### config.mk
export PLATFORM = sky130hd
export DESIGN_NAME = plb_wr_arbiter
export DESIGN_NICKNAME = d
export VERILOG_FILES = /design/src/rtl/plb_wr_arbiter.sv
export SDC_FILE = /design/constraint.sdc
export NUM_CORES = 1
export LEC_CHECK = 0
export BUFFER_PORTS_ARGS = -buffer_cell sky130_fd_sc_hd__buf_2
export CAP_MARGIN = 0
export CORE_MARGIN = 3
export CORE_UTILIZATION = 49
export DETAILED_ROUTE_END_ITERATION = 8
export PLACE_DENSITY = 0.82
export RECOVER_POWER = 25
export SLEW_MARGIN = 20
export SYNTH_ARGS = -nofsm -noshare
export SYNTH_HDL_FRONTEND = slang
export SYNTH_SLANG_ARGS = --single-unit
export TNS_END_PERCENT = 10
### constraint.sdc
create_clock -name PLB_clk -period 3.8 [get_ports PLB_clk]
set_input_delay 1.14 -clock PLB_clk [delete_from_list [all_inputs] [get_ports PLB_clk]]
set_output_delay 1.14 -clock PLB_clk [all_outputs]
set_load 0.02 [all_outputs]
### src/rtl/plb_wr_arbiter.sv
// Two-port arbiter sharing one PLB master write port: single-beat writes,
// round-robin or fixed priority, with a bus-side timeout against dead slaves.
module plb_wr_arbiter #(
  parameter int ADDR_W     = 32,
  parameter int DATA_W     = 32,
  parameter int TIMEOUT    = 256,
  parameter int FIXED_PRIO = 0
) (
  input  logic              PLB_clk,
  input  logic              reset_n,
  input  logic              r0_req,
  input  logic [ADDR_W-1:0] r0_addr,
  input  logic [DATA_W-1:0] r0_data,
  output logic              r0_ack,
  output logic              r0_cmplt,
  output logic              r0_err,
  input  logic              r1_req,
  input  logic [ADDR_W-1:0] r1_addr,
  input  logic [DATA_W-1:0] r1_data,
  output logic              r1_ack,
  output logic              r1_cmplt,
  output logic              r1_err,
  output logic              IP2Bus_MstWr_Req,
  output logic [ADDR_W-1:0] IP2Bus_Mst_Addr,
  output logic [DATA_W-1:0] IP2Bus_MstWr_d,
  input  logic              Bus2IP_Mst_CmdAck,
  input  logic              Bus2IP_Mst_Cmplt,
  input  logic              Bus2IP_Mst_Error,
  output logic [1:0]        grant,
  output logic              busy
);

  localparam int CW = (TIMEOUT > 1) ? $clog2(TIMEOUT + 1) : 1;

  typedef enum logic [1:0] {IDLE, ISSUE, WAIT_CMPLT, RELEASE} state_e;

  state_e            state_q, state_d;
  logic              busReq_q, busReq_d;
  logic [ADDR_W-1:0] addr_q, addr_d;
  logic [DATA_W-1:0] data_q, data_d;
  logic [1:0]        grant_q, grant_d;
  logic [1:0]        ack_q, ack_d;
  logic [1:0]        cmplt_q, cmplt_d;
  logic [1:0]        err_q, err_d;
  logic              ptr_q, ptr_d;
  logic [CW-1:0]     tmoCnt_q, tmoCnt_d;
  logic              anyReq;
  logic              pick1;
  logic              tmoHit;

  // ptr_q set means port 1 is preferred on a tie; ignored under fixed priority.
  assign anyReq = r0_req | r1_req;
  assign pick1  = r1_req & (~r0_req | ((FIXED_PRIO == 0) & ptr_q));
  assign tmoHit = (TIMEOUT != 0) && (tmoCnt_q == CW'(TIMEOUT - 1));

  always_ff @(posedge PLB_clk or negedge reset_n) begin
    if (!reset_n) state_q <= IDLE;
    else          state_q <= state_d;
  end

  always_comb begin
    state_d = state_q;
    case (state_q)
      IDLE:       if (anyReq) state_d = ISSUE;
      ISSUE: begin
        if (Bus2IP_Mst_Cmplt)       state_d = RELEASE;
        else if (Bus2IP_Mst_CmdAck) state_d = WAIT_CMPLT;
        else if (tmoHit)            state_d = RELEASE;
      end
      WAIT_CMPLT: if (Bus2IP_Mst_Cmplt || tmoHit) state_d = RELEASE;
      RELEASE:    state_d = IDLE;
      default:    state_d = IDLE;
    endcase
  end

  // A Cmplt seen in ISSUE stands in for the missing CmdAck; a real response
  // wins over a timeout landing in the same cycle.
  always_comb begin
    busReq_d = busReq_q;
    addr_d   = addr_q;
    data_d   = data_q;
    grant_d  = grant_q;
    ptr_d    = ptr_q;
    tmoCnt_d = tmoCnt_q;
    ack_d    = 2'b00;
    cmplt_d  = 2'b00;
    err_d    = 2'b00;
    case (state_q)
      IDLE: begin
        if (anyReq) begin
          busReq_d = 1'b1;
          grant_d  = pick1 ? 2'b10 : 2'b01;
          addr_d   = pick1 ? r1_addr : r0_addr;
          data_d   = pick1 ? r1_data : r0_data;
          tmoCnt_d = '0;
        end
      end
      ISSUE: begin
        tmoCnt_d = tmoCnt_q + CW'(1);
        if (Bus2IP_Mst_Cmplt) begin
          busReq_d = 1'b0;
          ack_d    = grant_q;
          cmplt_d  = grant_q;
          err_d    = Bus2IP_Mst_Error ? grant_q : 2'b00;
        end else if (Bus2IP_Mst_CmdAck) begin
          busReq_d = 1'b0;
          ack_d    = grant_q;
        end else if (tmoHit) begin
          busReq_d = 1'b0;
          ack_d    = grant_q;
          cmplt_d  = grant_q;
          err_d    = grant_q;
        end
      end
      WAIT_CMPLT: begin
        tmoCnt_d = tmoCnt_q + CW'(1);
        if (Bus2IP_Mst_Cmplt) begin
          cmplt_d = grant_q;
          err_d   = Bus2IP_Mst_Error ? grant_q : 2'b00;
        end else if (tmoHit) begin
          cmplt_d = grant_q;
          err_d   = grant_q;
        end
      end
      RELEASE: begin
        grant_d = 2'b00;
        ptr_d   = grant_q[0];
      end
      default: ;
    endcase
  end

  always_ff @(posedge PLB_clk or negedge reset_n) begin
    if (!reset_n) begin
      busReq_q <= 1'b0;
      addr_q   <= '0;
      data_q   <= '0;
      grant_q  <= 2'b00;
      ptr_q    <= 1'b0;
      tmoCnt_q <= '0;
      ack_q    <= 2'b00;
      cmplt_q  <= 2'b00;
      err_q    <= 2'b00;
    end else begin
      busReq_q <= busReq_d;
      addr_q   <= addr_d;
      data_q   <= data_d;
      grant_q  <= grant_d;
      ptr_q    <= ptr_d;
      tmoCnt_q <= tmoCnt_d;
      ack_q    <= ack_d;
      cmplt_q  <= cmplt_d;
      err_q    <= err_d;
    end
  end

  assign IP2Bus_MstWr_Req = busReq_q;
  assign IP2Bus_Mst_Addr  = addr_q;
  assign IP2Bus_MstWr_d   = data_q;
  assign grant            = grant_q;
  assign busy             = (state_q != IDLE);
  assign r0_ack           = ack_q[0];
  assign r1_ack           = ack_q[1];
  assign r0_cmplt         = cmplt_q[0];
  assign r1_cmplt         = cmplt_q[1];
  assign r0_err           = err_q[0];
  assign r1_err           = err_q[1];

endmodule
# ---- Yosys cells after proc, flatten, opt, wreduce, memory -nomap -nowiden
# Index checks and enable logic that the tools add are counted.
dict set report op_classes {
  n_eq_ne 7
  n_reduce_logical 12
  n_addsub 1
  n_bitwise 4
  muxes 30
}
# cell count
set ops {}
lappend ops {{$mux 32} 2}
lappend ops {{$mux 2} 17}
lappend ops {{$pmux 9 s2} 1}
lappend ops {{$pmux 2 s2} 3}
lappend ops {{$add 9x1->9 const B} 1}
lappend ops {{$eq 9x8->1 const B} 1}
lappend ops {{$mux 9} 1}
lappend ops {{$pmux 2 s4} 1}
lappend ops {{$reduce_bool 2->1} 4}
lappend ops {{$reduce_and 2->1} 3}
lappend ops {{$reduce_and 3->1} 2}
lappend ops {{$eq 2x2->1 const B} 2}
lappend ops {{$mux 1} 4}
lappend ops {{$ne 2x2->1 const B} 2}
lappend ops {{$ne 4x4->1 const B} 1}
lappend ops {{$eq 2x1->1 const B} 1}
lappend ops {{$logic_not 2->1} 1}
lappend ops {{$or 1x1->1} 2}
lappend ops {{$pmux 1 s2} 1}
lappend ops {{$reduce_or 2->1} 1}
lappend ops {{$and 1x1->1} 1}
lappend ops {{$logic_or 1x1->1} 1}
lappend ops {{$not 1->1} 1}
dict set report totals {
  ff_bits 85
  input_bits 135
  word_cells 64
  output_inout_bits 74
}

# ---- Logic depth before layout (Yosys ltp)
# Gate-level depths: netlist of run 1.
dict set report logic_depth {
  ltp_word 6
  ltp_mapped 7
  mapped_depth_nobuf 7
}

# ---- Worst setup path before layout of run 1
# No wires, ideal clock.
dict set report synth_path {
  path_kind {flip-flop to output port}
  start {register state_q[0]}
  end {output port busy}
  n_path_buf 1
  arrival_time_ps 983
  required_time_ps 2660
  path_slack_ps 1677
  stages_incl_launch_ff 5
  cell_sequence {dfrtp_1 inv_1 ha_1 buf_4 inv_1}
}
dict set report synth_between {
  elab_chain_cells 1
}
# item line
set synth_lines {}
lappend synth_lines {{start: declaration} 37} ;# state_e state_q, state_d;
lappend synth_lines {{start signal: assignment} 58} ;# else state_q <= state_d;
lappend synth_lines {{$reduce_bool 2->1} 161} ;# assign busy = (state_q != IDLE);
lappend synth_lines {{end: declaration} 30} ;# output logic busy
# No other way between the ends.

# ---- Final worst setup path of run 1
# Ends and elaborated chain as after synthesis.

==> out/summary.txt, run 1 <==
status -> finished, violations left
failing checks -> capacitance limit, slew limit
Max H-tree Level -> 3
Ports -> 209
Setup Slack @ Placement -> 1172 ps
CTS tree -> done
Pleak -> 2.700 nW
CP dominant cell by count -> inv_1
Worst slew margin -> -0.3815
initial drt markers -> 144
Die Wd -> 96.00 um
nature of the critical path endpoint -> output pin
Post-DP Area -> 0.005062 sq mm
ANT nets after route -> 0
endpoints failing setup -> 0
Least-Margin Pin Slew -> 2072 ps
PnR Total Power -> 0.004405 W
via count -> 3523
core area -> 0.007807 sq mm
final hold vios -> 0
Mapped Avg Cell Area -> 12.25 sq um
Worst path max stage delay -> 470 ps
post-CTS resize count -> 0
WP data arrival -> 1650 ps
GRT Total Usage -> 0.2403
Post-Synthesis Cells -> 324
WP data required -> 2660 ps
drt total wl -> 11400 um
sequential cell area fraction in the yosys report -> 0.5359
Buf/Inv on CP -> 3
CTS Root Cell -> clkbuf_8
VDD IR max -> 0.4306 mV
P per Cell Area -> 835.7 mW/mm^2
number of synthesized flops with an enable pin -> 0
vias in the first global route -> 3432
vias per cell -> 5.574
#FFs+latches synth -> 85
Starting Density -> 0.5083
Residual DRC -> 0
# diodes -> 0
Max FO, Critical Path -> 12
RSZ-0062 raised after global routing -> no
Die Ht -> 96.00 um
Area Overhead vs Synth -> 32.82%
Yosys warning count -> 0
clk buf depth -> 2
kind of critical path -> flip-flop to output pin
detailed placement HPWL -> 8483 um
setup_tns -> 0 ps
total grt overflow -> 0
largest net degree at the start of global routing -> 86
GP Congestion -> 0.8115
min Tclk post-route -> 2794 ps
max cap viols -> 1
commonest non-fill, non-tap cell in the layout -> buf_2
Async SR Flop Fraction -> 1.000
Clk Latency, worst-skew pair -> 350 ps
Clock Sink Count -> 85
worst setup margin -> 1006 ps
Final period util -> 0.7352
prevailing post-synth register cell -> dfrtp_1
Post-CTS Setup Bufs -> 0
Num CTS Buffers -> 9
CP delay by family, top -> adder cells
full die area -> 0.009215 sq mm
# hold bufs at CTS -> 0
Slew Viols, Final -> 86
FF-to-FF setup slack -> 1400 ps
layout cell share with drive strength beyond 1 -> 0.4547
skew final -> 13.96 ps
# nets final -> 667
wire per inst -> 18.04 um
syn_nets -> 466
Slowest cell on crit path -> ha_1
hold crit path type -> flip-flop to flip-flop
initial antenna violation count -> 0
f_max -> 358.0 MHz
final instance area -> 0.005271 sq mm
startpoint types -> flip-flop
Distinct cells, synth -> 43
crit-path cells -> inv_1, ha_1, inv_1, buf_2
first-pass GRT wire length -> 17110 um
row cnt -> 32
first drt pass iteration count -> 5
Synth Cell Area -> 0.003969 sq mm
Worst-path clk slew -> 90 ps
commonest non-fill, non-tap cells in the layout -> buf_2 (207), dfrtp_1 (85), and2_1 (65)
number of port buffers -> 208
[Yosys cell counts (3+ instances only)]
master    instances  share of area
dfrtp_1          85           0.54
and2_1           65           0.10
a221o_1          60           0.15
o21ai_0           8          0.010
buf_2             7         0.0088
ha_1              7          0.022
inv_1             7         0.0066
buf_8             6          0.023
clkbuf_1          6         0.0057
a21oi_1           5         0.0063
nand2_1           5         0.0047
nor2_1            5         0.0047
a221o_2           4          0.011
nand2b_1          4         0.0063
a22o_1            3         0.0066
and3_1            3         0.0047
nand3_1           3         0.0038
nor3b_1           3         0.0057
nor4b_1           3         0.0066
or4_1             3         0.0057
[final timing paths]
path	startpoint	to	cells past startpoint
max	state_q[0]	busy	4
min	tmoCnt_q[8]	tmoCnt_q[8]	1
max reg2reg	state_q[0]	IP2Bus_Mst_Addr[13]	6
min reg2reg	tmoCnt_q[8]	tmoCnt_q[8]	1
max in group asynchronous	reset_n	IP2Bus_MstWr_d[4]	2
min in group asynchronous	reset_n	ptr_q	2
[final cells by class]
cell class / count / area [sq um]
Inverter: 7 / 26.28
Clock buffer: 11 / 141.4
Fill cell: 613 / 2536
Multi-Input combinational cell: 209 / 1650
Clock inverter: 5 / 82.58
Sequential cell: 85 / 2127
Tap cell: 102 / 127.6
Timing Repair Buffer: 213 / 1116
[layer usage]
metal,up-vias,part of all wire,global-route usage
li1,1636,-,-
met1,1698,0.37,0.2962
met2,175,0.52,0.4169
met3,14,0.093,0.06489
met4,0,0.012,0.05924
met5,-,0,0
[sequential cells by signal, indices dropped and copies added (netlist names)]
register / flops
err_q: 2
ptr_q: 1
grant: 2
tmoCnt_q: 9
IP2Bus_MstWr_Req: 1
cmplt_q: 2
ack_q: 2
IP2Bus_Mst_Addr: 32
IP2Bus_MstWr_d: 32
state_q: 2
[through the flow]
stage	cells	utilization	hold slack [ps]
after global routing	632	0.6752	528.4
final	632	0.6752	499.9
after floorplan	324	-	456.1
after CTS	632	0.6771	499.7
after detailed placement	616	0.6484	479.0
after global placement	616	0.6484	472.6
[worst reg2reg max path: stages (launching register included)]
cell     delay [ps]
dfrtp_1         410
inv_1           150
ha_1            470
nand2_1         190
nor2_4          630
buf_12          300
a221o_1         180
[logic make-up after synthesis]
group | synth area share
and+or+nand+nor | 0.1592
DFF | 0.5359
buffers and inverters | 0.05170
adders and majority gates | 0.02207
AOI/OAI and AO/OA | 0.2229
muxes | 0.008196
[power breakdown]
| part | switching (W) | leakage [nW] | total [W] | internal (W) |
|---|---|---|---|---|
| logic | 0.00124 | 1.51 | 0.00219 | 0.000948 |
| clock network | 0.000319 | 0.114 | 0.000710 | 0.000391 |
| registers | 0.000218 | 1.08 | 0.00151 | 0.00129 |
No activity file was read; power rests on OpenSTA's default activity.
==> inputs of run 2 (changes only) <==
CORE_UTILIZATION = 45   (was 49)
PLACE_DENSITY = 0.76   (was 0.82)
clock period = 2.9 ns   (was 3.8 ns; I/O delays follow)
==> run 2 against run 1 <==
The flow now finishes without violations; register-to-register slack worse by 610 ps; wire length increased by 1.9%; cell count increased by 0.79%; sequential power is 30% higher; critical path type unchanged; critical endpoint unchanged; die area up 8.3%; total power is 28% higher; hold slack got worse by 5.7 ps.
==> out/summary.txt, run 2 (synthesis results as in run 1) <==
status -> completed
Clk Latency, worst-skew pair -> 340 ps (about the same)
Cell Count Post-Placement -> 621 (+0.81%)
# nets final -> 669 (+0.30%)
vias per cell -> 5.543 (-0.56%)
# diodes -> 0 (unchanged)
endpoints failing setup -> 0 (unchanged)
Clock Sink Count -> 85 (unchanged)
VDD IR max -> 0.8517 mV (+98%)
met2 Track Usage GR -> 0.3704 (-0.04646)
RSZ-0062 raised after global routing -> no
max cap viols -> 0 (-1)
Pleak -> 2.679 nW (-0.78%)
Die Ht -> 99.91 um (+4.1%)
Worst-path clk slew -> 90 ps (about the same)
critical path startpoint -> state_q[0]
CP dominant cell by count -> inv_1
WP data arrival -> 1680 ps (+30 ps)
initial antenna violation count -> 0 (unchanged)
Hold Crit Start -> tmoCnt_q[8]
Slew Viols, Final -> 0 (-100%)
CTS Root Cell -> clkbuf_8
reg2reg start -> state_q[0]
grt peak-use layer -> met2
kind of critical path -> flip-flop to output pin
Max FO, Critical Path -> 12 (unchanged)
full die area -> 0.009982 sq mm (+8.3%)
Post-CTS Setup Bufs -> 0 (unchanged)
Final period util -> 0.8798
final hold vios -> 0 (unchanged)
setup_tns -> 0 ps (unchanged)
hold depth -> 1 (unchanged)
largest net degree at the start of global routing -> 65 (-24%)
post-CTS resize count -> 0 (unchanged)
skew final -> 10.50 ps (-3.456 ps)
GRT Total Usage -> 0.2258 (-0.01452)
initial drt markers -> 138 (-4.2%)
Die Wd -> 99.91 um (+4.1%)
number of port buffers -> 208 (unchanged)
CTS tree -> done
Num CTS Buffers -> 9 (unchanged)
layout cell share with drive strength beyond 1 -> 0.4586 (+0.003930)
grt met1 use -> 0.3037 (+0.007515)
nature of the critical path endpoint -> output pin
Residual DRC -> 0 (unchanged)
vias in the first global route -> 3372 (-1.7%)
ANT nets after route -> 0 (unchanged)
via count -> 3531 (+0.23%)
Ports -> 209 (unchanged)
Max H-tree Level -> 3 (unchanged)
hold crit path type -> flip-flop to flip-flop
GP Congestion -> 0.8006 (-1.3%)
worst hold endpoint -> tmoCnt_q[8]
Least-Margin Pin Slew -> 1107 ps (-965.0 ps)
Buf/Inv on CP -> 3 (unchanged)
Slowest cell on crit path -> ha_1
Worst R2R Path Depth -> 6 (unchanged)
core area -> 0.008382 sq mm (+7.4%)
WP data required -> 2030 ps (-630 ps)
Hold Slack -> 494.2 ps (-5.729 ps)
commonest non-fill, non-tap cell in the layout -> buf_2
P per Cell Area -> 1075 mW/mm^2 (+29%)
Crit Reg-Reg Endpoint -> state_q[1]
crit-path cells -> inv_1, ha_1, inv_1, buf_2
Starting Density -> 0.4735 (-0.03483)
first-pass GRT wire length -> 17660 um (+3.3%)
FF-to-FF setup slack -> 790 ps (-610 ps)
row cnt -> 33 (+3.1%)
first drt pass iteration count -> 4 (-1)
commonest non-fill, non-tap cells in the layout -> buf_2 (207), dfrtp_1 (85), and2_1 (65)
Worst slew margin -> 0.2619 (+0.6433)
clk buf depth -> 2 (unchanged)
Worst path max stage delay -> 470 ps (about the same)
startpoint types -> flip-flop
detailed placement HPWL -> 8318 um (-1.9%)
Area Overhead vs Synth -> 31.90%
min Tclk post-route -> 2551 ps
drt total wl -> 11620 um (+1.9%)
met3 usage -> 0.04656 (-0.01833)
fin cells -> 637 (+0.79%)
wire per inst -> 18.24 um (+1.1%)
f_max -> 391.9 MHz
total grt overflow -> 0 (unchanged)
CP delay by family, top -> adder cells
# hold bufs at CTS -> 0 (unchanged)
run 2: cell types whose count changed in the layout (fill, tap and decap cells not counted):
cell / delta
clkbuf_4: -1
clkbuf_1: -1
clkbuf_2: +1
buf_4: +3
inv_6: +1
bufinv_16: -2
clkinvlp_4: +2
buf_12: -1
run 2: how the worst max path moves through the flow:
| stage | end | slack, ps | cells past startpoint |
|---|---|---|---|
| 2_1_floorplan | state_q[1] | 1040 | 7 |
| 3_3_place_gp | busy | 800 | 4 |
| 3_5_place_dp | busy | 720 | 4 |
| 4_1_cts | busy | 300 | 4 |
| 5_1_grt | IP2Bus_Mst_Addr[15] | 130 | 2 |
| 6_report | busy | 350 | 4 |
run 2: cell type report:
class	instances	area [sq um]
clock buffers	10	137.6
clock inverters	6	46.29
fillers	701	3147
inverters	7	26.28
multi-input cells	209	1650
flip-flops and latches	85	2127
well taps	105	131.4
repair buffers	215	1116
run 2: per-layer routing:
| metal | up-vias | routed length, um |
|---|---|---|
| li1 | 1645 | - |
| met1 | 1710 | 4917 |
| met2 | 164 | 5690 |
| met3 | 12 | 843 |
| met4 | 0 | 172 |
| met5 | - | 0 |
run 2: worst register-to-register path, stage by stage, from the launching register on:
cell,delay (ps)
dfrtp_1,420
inv_1,150
ha_1,470
nor3b_1,260
buf_4,220
a211o_1,150
mux2_2,340
run 2: stage by stage:
stage	area [sq um]	power (W)	utilization	setup WS, ps
final	5235	0.005630	0.6246	348.6
after global routing	5235	0.006002	0.6246	126.7
after CTS	5253	0.005691	0.6267	300.9
after detailed placement	5069	0.004873	0.6047	717.5
after global placement	5069	0.004778	0.6047	802.8
after floorplan	3969	0.003953	-	1039
run 2: report_power, final:
| group | internal [W] | switching, W |
|---|---|---|
| sequential | 0.00169 | 0.000279 |
| combinational | 0.00124 | 0.00164 |
| clock | 0.000341 | 0.000440 |
| total | 0.00327 | 0.00236 |
